File: src/rtl/pong_overlay.sv
// pong_overlay: per-frame snapshot of game state composited as ball, score digits,
// goal markers and blinking win tint onto the camera pixel stream (2-cycle latency).
module pong_overlay (
   input  logic        clk,
   input  logic        reset,
   input  logic        sync,
   input  logic        in_valid,
   input  logic [12:0] in_col,
   input  logic [12:0] in_row,
   input  logic [7:0]  in_r,
   input  logic [7:0]  in_g,
   input  logic [7:0]  in_b,
   input  logic [12:0] ball_col,
   input  logic [12:0] ball_row,
   input  logic [9:0]  p1_score,
   input  logic [9:0]  p2_score,
   input  logic        p1w,
   input  logic        p2w,
   output logic        out_valid,
   output logic [7:0]  out_r,
   output logic [7:0]  out_g,
   output logic [7:0]  out_b
);
   logic [12:0] s_col, s_row;
   logic [3:0]  s_p1, s_p2;
   logic        s_p1w, s_p2w;
   logic [4:0]  blink;
   logic               v1, gl1, gr1, dh1;
   logic [23:0]        rgb1;
   logic signed [13:0] dx1, dy1;
   logic [3:0]         lc1, dig1;
   logic [4:0]         lr1;
   logic [1:0]         t1;
   logic cell_row, h1, h2, goal_row;
   assign cell_row = in_row >= 13'd8 && in_row <= 13'd31;
   assign h1       = cell_row && in_col >= 13'd288 && in_col <= 13'd303;
   assign h2       = cell_row && in_col >= 13'd336 && in_col <= 13'd351;
   assign goal_row = in_row >= 13'd120 && in_row <= 13'd359;
   logic signed [27:0] ex, ey;
   logic [27:0] d2;
   logic        ball_hit, seg_hit;
   logic [6:0]  lit, segs;
   logic [7:0]  hr, hg, hb;
   logic [23:0] pix;
   assign ex       = {{14{dx1[13]}}, dx1};
   assign ey       = {{14{dy1[13]}}, dy1};
   assign d2       = $unsigned(ex * ex) + $unsigned(ey * ey);
   assign ball_hit = d2 <= 28'd64;
   // segment order {a,b,c,d,e,f,g}
   always_comb begin
      lit = 7'b0000000;
      case (dig1)
         4'd0: lit = 7'b1111110;
         4'd1: lit = 7'b0110000;
         4'd2: lit = 7'b1101101;
         4'd3: lit = 7'b1111001;
         4'd4: lit = 7'b0110011;
         4'd5: lit = 7'b1011011;
         4'd6: lit = 7'b1011111;
         4'd7: lit = 7'b1110000;
         4'd8: lit = 7'b1111111;
         4'd9: lit = 7'b1111011;
         default: lit = 7'b0000000;
      endcase
   end
   assign segs = {lr1 <= 5'd2,
                  lc1 >= 4'd13 && lr1 <= 5'd11,
                  lc1 >= 4'd13 && lr1 >= 5'd12,
                  lr1 >= 5'd21 && lr1 <= 5'd23,
                  lc1 <= 4'd2 && lr1 >= 5'd12,
                  lc1 <= 4'd2 && lr1 <= 5'd11,
                  lr1 >= 5'd10 && lr1 <= 5'd12};
   assign seg_hit = dh1 && |(segs & lit);
   assign hr = {1'b0, rgb1[23:17]};
   assign hg = {1'b0, rgb1[15:9]};
   assign hb = {1'b0, rgb1[7:1]};
   assign pix = ball_hit ? 24'hFFFFFF :
                seg_hit  ? 24'hFFFF00 :
                gl1      ? 24'h0000FF :
                gr1      ? 24'hFF0000 :
                t1[1]    ? {8'h80 | hr, hg, hb} :
                t1[0]    ? {hr, hg, 8'h80 | hb} : rgb1;
   // stage 1 carries every snapshot-derived value so a sync-cycle pixel keeps the old frame
   always_ff @(posedge clk or posedge reset) begin
      if (reset) begin
         s_col <= '0; s_row <= '0; s_p1 <= '0; s_p2 <= '0;
         s_p1w <= 1'b0; s_p2w <= 1'b0; blink <= '0;
         v1 <= 1'b0; rgb1 <= '0; dx1 <= '0; dy1 <= '0;
         gl1 <= 1'b0; gr1 <= 1'b0; dh1 <= 1'b0;
         lc1 <= '0; lr1 <= '0; dig1 <= '0; t1 <= '0;
         out_valid <= 1'b0; out_r <= '0; out_g <= '0; out_b <= '0;
      end else begin
         if (sync) begin
            s_col <= ball_col;
            s_row <= ball_row;
            s_p1  <= p1_score >= 10'd9 ? 4'd9 : p1_score[3:0];
            s_p2  <= p2_score >= 10'd9 ? 4'd9 : p2_score[3:0];
            s_p1w <= p1w;
            s_p2w <= p2w;
            blink <= blink + 5'd1;
         end
         v1   <= in_valid;
         rgb1 <= {in_r, in_g, in_b};
         dx1  <= $signed({1'b0, in_col}) - $signed({1'b0, s_col});
         dy1  <= $signed({1'b0, in_row}) - $signed({1'b0, s_row});
         gl1  <= goal_row && in_col <= 13'd3;
         gr1  <= goal_row && in_col >= 13'd612 && in_col <= 13'd615;
         dh1  <= h1 | h2;
         lc1  <= h1 ? 4'(in_col - 13'd288) : 4'(in_col - 13'd336);
         lr1  <= 5'(in_row - 13'd8);
         dig1 <= h1 ? s_p1 : s_p2;
         t1   <= {blink[4] & s_p1w, blink[4] & s_p2w & ~s_p1w};
         out_valid <= v1;
         {out_r, out_g, out_b} <= pix;
      end
   end
endmodule
File: config.mk
export PLATFORM = sky130hd
export DESIGN_NAME = pong_overlay
export DESIGN_NICKNAME = d
export VERILOG_FILES = /design/src/rtl/pong_overlay.sv
export SDC_FILE = /design/constraint.sdc
export NUM_CORES = 1
export LEC_CHECK = 0
export ABC_AREA = 1
export CAP_MARGIN = 20
export CORE_ASPECT_RATIO = 1.5
export CORE_MARGIN = 2
export CORE_UTILIZATION = 57
export DETAILED_ROUTE_END_ITERATION = 10
export PLACE_DENSITY = 0.91
export SYNTH_ARGS = -nofsm -noshare
export SYNTH_HDL_FRONTEND = slang
export SYNTH_SLANG_ARGS = --single-unit
File: constraint.sdc
create_clock -name clk -period 6.9 [get_ports clk]
set_input_delay 1.38 -clock clk [delete_from_list [all_inputs] [get_ports clk]]
set_output_delay 1.38 -clock clk [all_outputs]
set_load 0.05 [all_outputs]
Yosys cells after proc, flatten, opt, wreduce, memory -nomap -nowiden

Memories as Yosys holds them, arrays and structs flattened.
Cells that the tools add are included.
W data, S select, Z words.

Flip-flop bits (word level): 137
Bits in latches: 0
RAM bits: 0
Bits in read-only memories: 112
Word-level logic and storage cells: 88
Memories: 1

Memory list:

| name             | words | bits a word | read ports | clocked after memory_dff | write ports | line | RTL |
|---|---|---|---|---|---|---|---|
| (name not given) | 16    | 7           | 1          | 0                        | 0           | 52   | `case (dig1)` |

$add $sub $neg: 7
$mul: 2
Divide/modulo/power cells: 0
$lt $le $gt $ge: 23
Equal/unequal tests: 0
Shift operators: 0
Mux-type cells: 10
Bitwise logic cells: 6
Reductions and logical operators: 17

Operator list:

| operator               | count |
|---|---|
| $mux W24               | 6 |
| $mul A14 B14 Y28       | 2 |
| $le A13 B9 Y1 const B  | 3 |
| $add A28 B28 Y28       | 1 |
| $le A28 B7 Y1 const B  | 1 |
| $sub A13 B13 Y14       | 2 |
| $ge A13 B9 Y1 const B  | 2 |
| $ge A10 B4 Y1 const B  | 2 |
| $logic_and A1 B1 Y1    | 16 |
| $mux W4                | 4 |
| $ge A13 B10 Y1 const B | 1 |
| $ge A13 B4 Y1 const B  | 1 |
| $ge A13 B7 Y1 const B  | 1 |
| $le A13 B10 Y1 const B | 1 |
| $le A13 B2 Y1 const B  | 1 |
| $le A13 B5 Y1 const B  | 1 |
| $ge A5 B4 Y1 const B   | 2 |
| $le A5 B4 Y1 const B   | 2 |
| $sub A4 B1 Y4 const B  | 2 |
| $and A7 B7 Y7          | 1 |
| $reduce_or A7 Y1       | 1 |
| $add A5 B1 Y5 const B  | 1 |
| $ge A5 B5 Y1 const B   | 1 |
| $le A5 B2 Y1 const B   | 1 |
| other kinds (7)        | 9 |

Logic depth before layout (Yosys ltp)

Depth after elaboration: 7
Gate-level depth with buffers: 36
Gate-level depth less buffers: 33

Least setup slack after synthesis

Ideal clock, no wire load.

Kind: reg2reg
Start: register dy1[13]
End: register out_r[0]
Library setup time: 0.067 ns
Arrival: 7.064 ns
Data required time: 6.833 ns
Setup slack: -0.232 ns
Stages on the path, launching flop included: 31
Path buffers: 3
Period minus slack after synthesis: 7.132 ns
Cell sequence: dfrtp_1 > clkbuf_1 > buf_1 > nand2_1 > fa_1 > inv_1 > fa_1 > inv_1 > fa_1 > inv_1 > fa_1 > inv_1 > fa_1 > inv_1 > fa_1 > inv_1 > fa_1 > inv_1 > ha_1 > ha_1 > nand2_2 > nor4_2 > nand3b_1 > nand3_1 > nand2_1 > nand2_1 > nand3_1 > nor2_4 > nand4_4 > buf_6 > nand3_2

Cells in the longest elaborated chain, start to end: 4

Ends and longest elaborated chain:

| element                | line | RTL |
|---|---|---|
| start, declared        | 30   | `logic signed [13:0] dx1, dy1;` |
| start signal, assigned | 105  | `dy1 <= $signed({1'b0, in_row}) - $signed({1'b0, s_row});` |
| $mul A14 B14 Y28       | 47   | `assign d2 = $unsigned(ex * ex) + $unsigned(ey * ey);` |
| $add A28 B28 Y28       | 47   |  |
| $le A28 B7 Y1          | 48   | `assign ball_hit = d2 <= 28'd64;` |
| $mux W24               | 77   | `assign pix = ball_hit ? 24'hFFFFFF :` |
| via pix[16]            | 44   | `logic [23:0] pix;` |
| end signal, assigned   | 114  | `{out_r, out_g, out_b} <= pix;` |
| end, declared          | 20   | `output logic [7:0] out_r,` |

The timed path passes the listed nets, and every way through them passes these cells.
A chain may end at the register's enable or synchronous reset.

Worst setup path in the final report

Start: register dy1[13]
End: register out_r[1]

The elaborated chain is that of the path after synthesis.

==> flow_summary.ini <==
[detailed_routing]
dr.pass1.iters = 6
routed_via_density = 5.55
drt_wl_total_um = 59900
drt_iter0_markers = 1120
wire_per_inst_um = 19.4
drt_drc_violations_left = 0
num_vias = 17100
ant_nets = 0

[cts]
insertion_delay_ps = 440
htreeDepth = 4
cts_buffers = 17
ctsHoldBuffers = 0
clockRootBuffer = clkbuf_16
path_clk_slew_ps = 60
cts_tree = built
cts_buffer_depth = 2
cts_sinks = 137

[outcome]
violations = negative setup slack
status = finished, violations left

[timing]
rsz0062_at_grt = yes
setup_ws_ps = -312
setup_viol = 24
hold_viol_final = 0
fin_crit_sh = 1.05
finalClockSkew_ps = 12.9
worst_hold_slack_ps = 352
clock.fmax_ghz = 0.139
finalMaxSlewViolations = 0
maxSlewHeadroom = 0.407
tightest_slew_ps = 889
min_period_ps = 7210

[critical_path]
cp-start-kind = flip-flop
r2r.worst_path.cells = 29
timing.rr.start = dy1[13]$_DFF_PP0_
cpPeakStageDelay_ps = 630
crit_required_ps = 7270
cp.arrival_ps = 7580
critPathKind = reg2reg
r2r-end = out_r[1]$_DFF_PP0_
critPathMaxFanout = 11
rrSetupSlack_ps = -310
crit_slowest_cell = fa_1
critPathCaptureType = flip-flop

[cells_and_area]
nFillCells = 2349
drive_gt1_frac = 0.170
nNetsFinal = 3256
num_antenna_cells = 0
area_growth_pct = 22.3

[flow_run]
cap_violations = 0

[die]
rows = 85
start_util = 0.578
io_pins = 127
die_h_um = 238
die_area_um2 = 38000
die_w_um = 160
coreArea_um2 = 35900

[synthesis]
syn_inst = 2310
synthMostInstantiatedCell = inv_1
synthXorXnorAreaFrac = 0.0266
synthAdderAreaFrac = 0.484
synth_edf_count = 0
synth-simple-area-share = 0.139
yosysWarnings = 0
yosysTopAreaCellShare = 0.393
synth-seq-cells = 137
seq_area_frac_synth = 0.165
synth_flop_cell = dfrtp_1
syn-num-nets = 2970
synth_compound_area_frac = 0.0531
synthTopCellsByArea = fa_1 (39%), dfrtp_1 (17%), inv_1 (12%), ha_1 (9.0%), nand2_1 (7.0%)
synth_cell_types = 58
syn_area_per_cell_um2 = 8.99
syn_area_um2 = 20800
yosys-top-cells-count = inv_1 (662), fa_1 (408), nand2_1 (385), ha_1 (150), dfrtp_1 (137)
synth_top_family_by_area = adder cells
async_reset_ff_frac = 1.00
yosys.area.top_type = fa_1
synth_mux_area_frac = 0.000542

[grt]
grt_max_degree = 74
grt.total_usage = 0.312
grt.overflow.total = 0
antenna_found_initial = 0
grt_pass1_vias = 19300
grt_pass1_wl_um = 92200

[placement]
portBuffers = 126
gp_congestion = 1.07
dp_hpwl_um = 47100

[hold_path]
hold_path_class = reg2reg
hold_depth = 0
holdPathEnd = out_valid$_DFF_PP0_
min_from = v1$_DFF_PP0_
timing repair:
item | in CTS | in global routing
pin swaps | 4 | 52
buffers inserted | 6 | 12
endpoints found under the setup margin | 24 | 24
gates cloned | 0 | 4
gates resized for setup | 38 | 133
per-layer routing:
layer / track usage / wire length, um / up-vias
met5: 0 / 0 / -
met4: 0.253 / 6080 / 0
met3: 0.0410 / 3110 / 421
met2: 0.587 / 32400 / 936
met1: 0.301 / 18300 / 8443
li1: - / - / 7334
through the flow:
step	instance area, um2	util	setup TNS [ps]	worst slack (ps)	instances
floorplan	20800	-	0	15.4	2310
global placement	23800	0.663	-3060	-139	3032
detailed placement	23800	0.663	-6790	-309	3032
CTS	24700	0.686	-3630	-173	3070
global route	25400	0.706	-11880	-513	3087
finish	25400	0.706	-7040	-312	3087
how the worst max path moves through the flow:
stage                                    end              start  cells after the start  slack [ps]
after floorplan           out_r[0]$_DFF_PP0_  dy1[13]$_DFF_PP0_                     28          20
final                     out_r[1]$_DFF_PP0_  dy1[13]$_DFF_PP0_                     29        -310
after CTS                 out_b[0]$_DFF_PP0_  dy1[13]$_DFF_PP0_                     28        -170
after detailed placement  out_b[0]$_DFF_PP0_   dx1[1]$_DFF_PP0_                     27        -310
after global placement    out_b[0]$_DFF_PP0_  dx1[13]$_DFF_PP0_                     26        -140
after global routing      out_b[4]$_DFF_PP0_  dy1[13]$_DFF_PP0_                     31        -510
cell type report:
type	count	area, um2	share of cell area
clock inverters	15	203	0.00798
clock buffers	17	425	0.0168
well taps	478	598	0.0236
repair buffers	319	2900	0.114
inverters	669	2530	0.0996
flip-flops and latches	137	3450	0.136
multi-input cells	1452	15300	0.602
worst max-delay path, delay by kind of cell, from the launching register on:
| family | cells | cell delay, ps |
|---|---|---|
| AO/OA/AOI/OAI | 1 | 110 |
| buffers and inverters | 7 | 900 |
| AND/OR/NAND/NOR | 12 | 1250 |
| adder cells (fa/ha/maj) | 9 | 4410 |
| flip-flops | 1 | 430 |
cells in the final DEF (no fill, tap or decap), types with 6 or more instances in the layout:
master	count
inv_1	642
fa_1	384
nand2_1	363
buf_4	170
clkdlybuf4s50_1	125
ha_1	123
dfrtp_1	119
nor2_1	92
o21ai_0	81
a21oi_1	50
nand3_1	38
xor2_1	31
nand2_2	31
xnor2_1	28
nand3_2	26
fa_2	24
ha_4	24
clkbuf_16	20
inv_2	19
dfrtp_2	18
buf_6	12
nand4_1	11
nor2_2	11
a21oi_2	10
nor3_1	9
nor4_1	9
nand3b_1	8
o21bai_1	8
buf_12	8
nand2_4	7
nor2_4	7
a22oi_1	7
or2_2	6
o21ai_1	6
state kept, by name, summed over array words and instances (netlist names), 4 cells and up:
register / count
s_p2: 4
lr1: 5
blink: 5
rgb1: 24
out_b: 8
dy1: 14
out_r: 8
out_g: 8
s_row: 13
s_col: 13
lc1: 4
dx1: 14
dig1: 4
s_p1: 4
kinds of logic after synthesis:
family,after synthesis
buf+inv,721
simple gates,637
fa+ha+maj,558
compound gates,192
flops,137
xor+xnor,63
other cells,1
mux,1
Power is left out: the tool's default activity adds up to more than one toggle a clock period on the data nets, which glitch-free logic cannot reach.
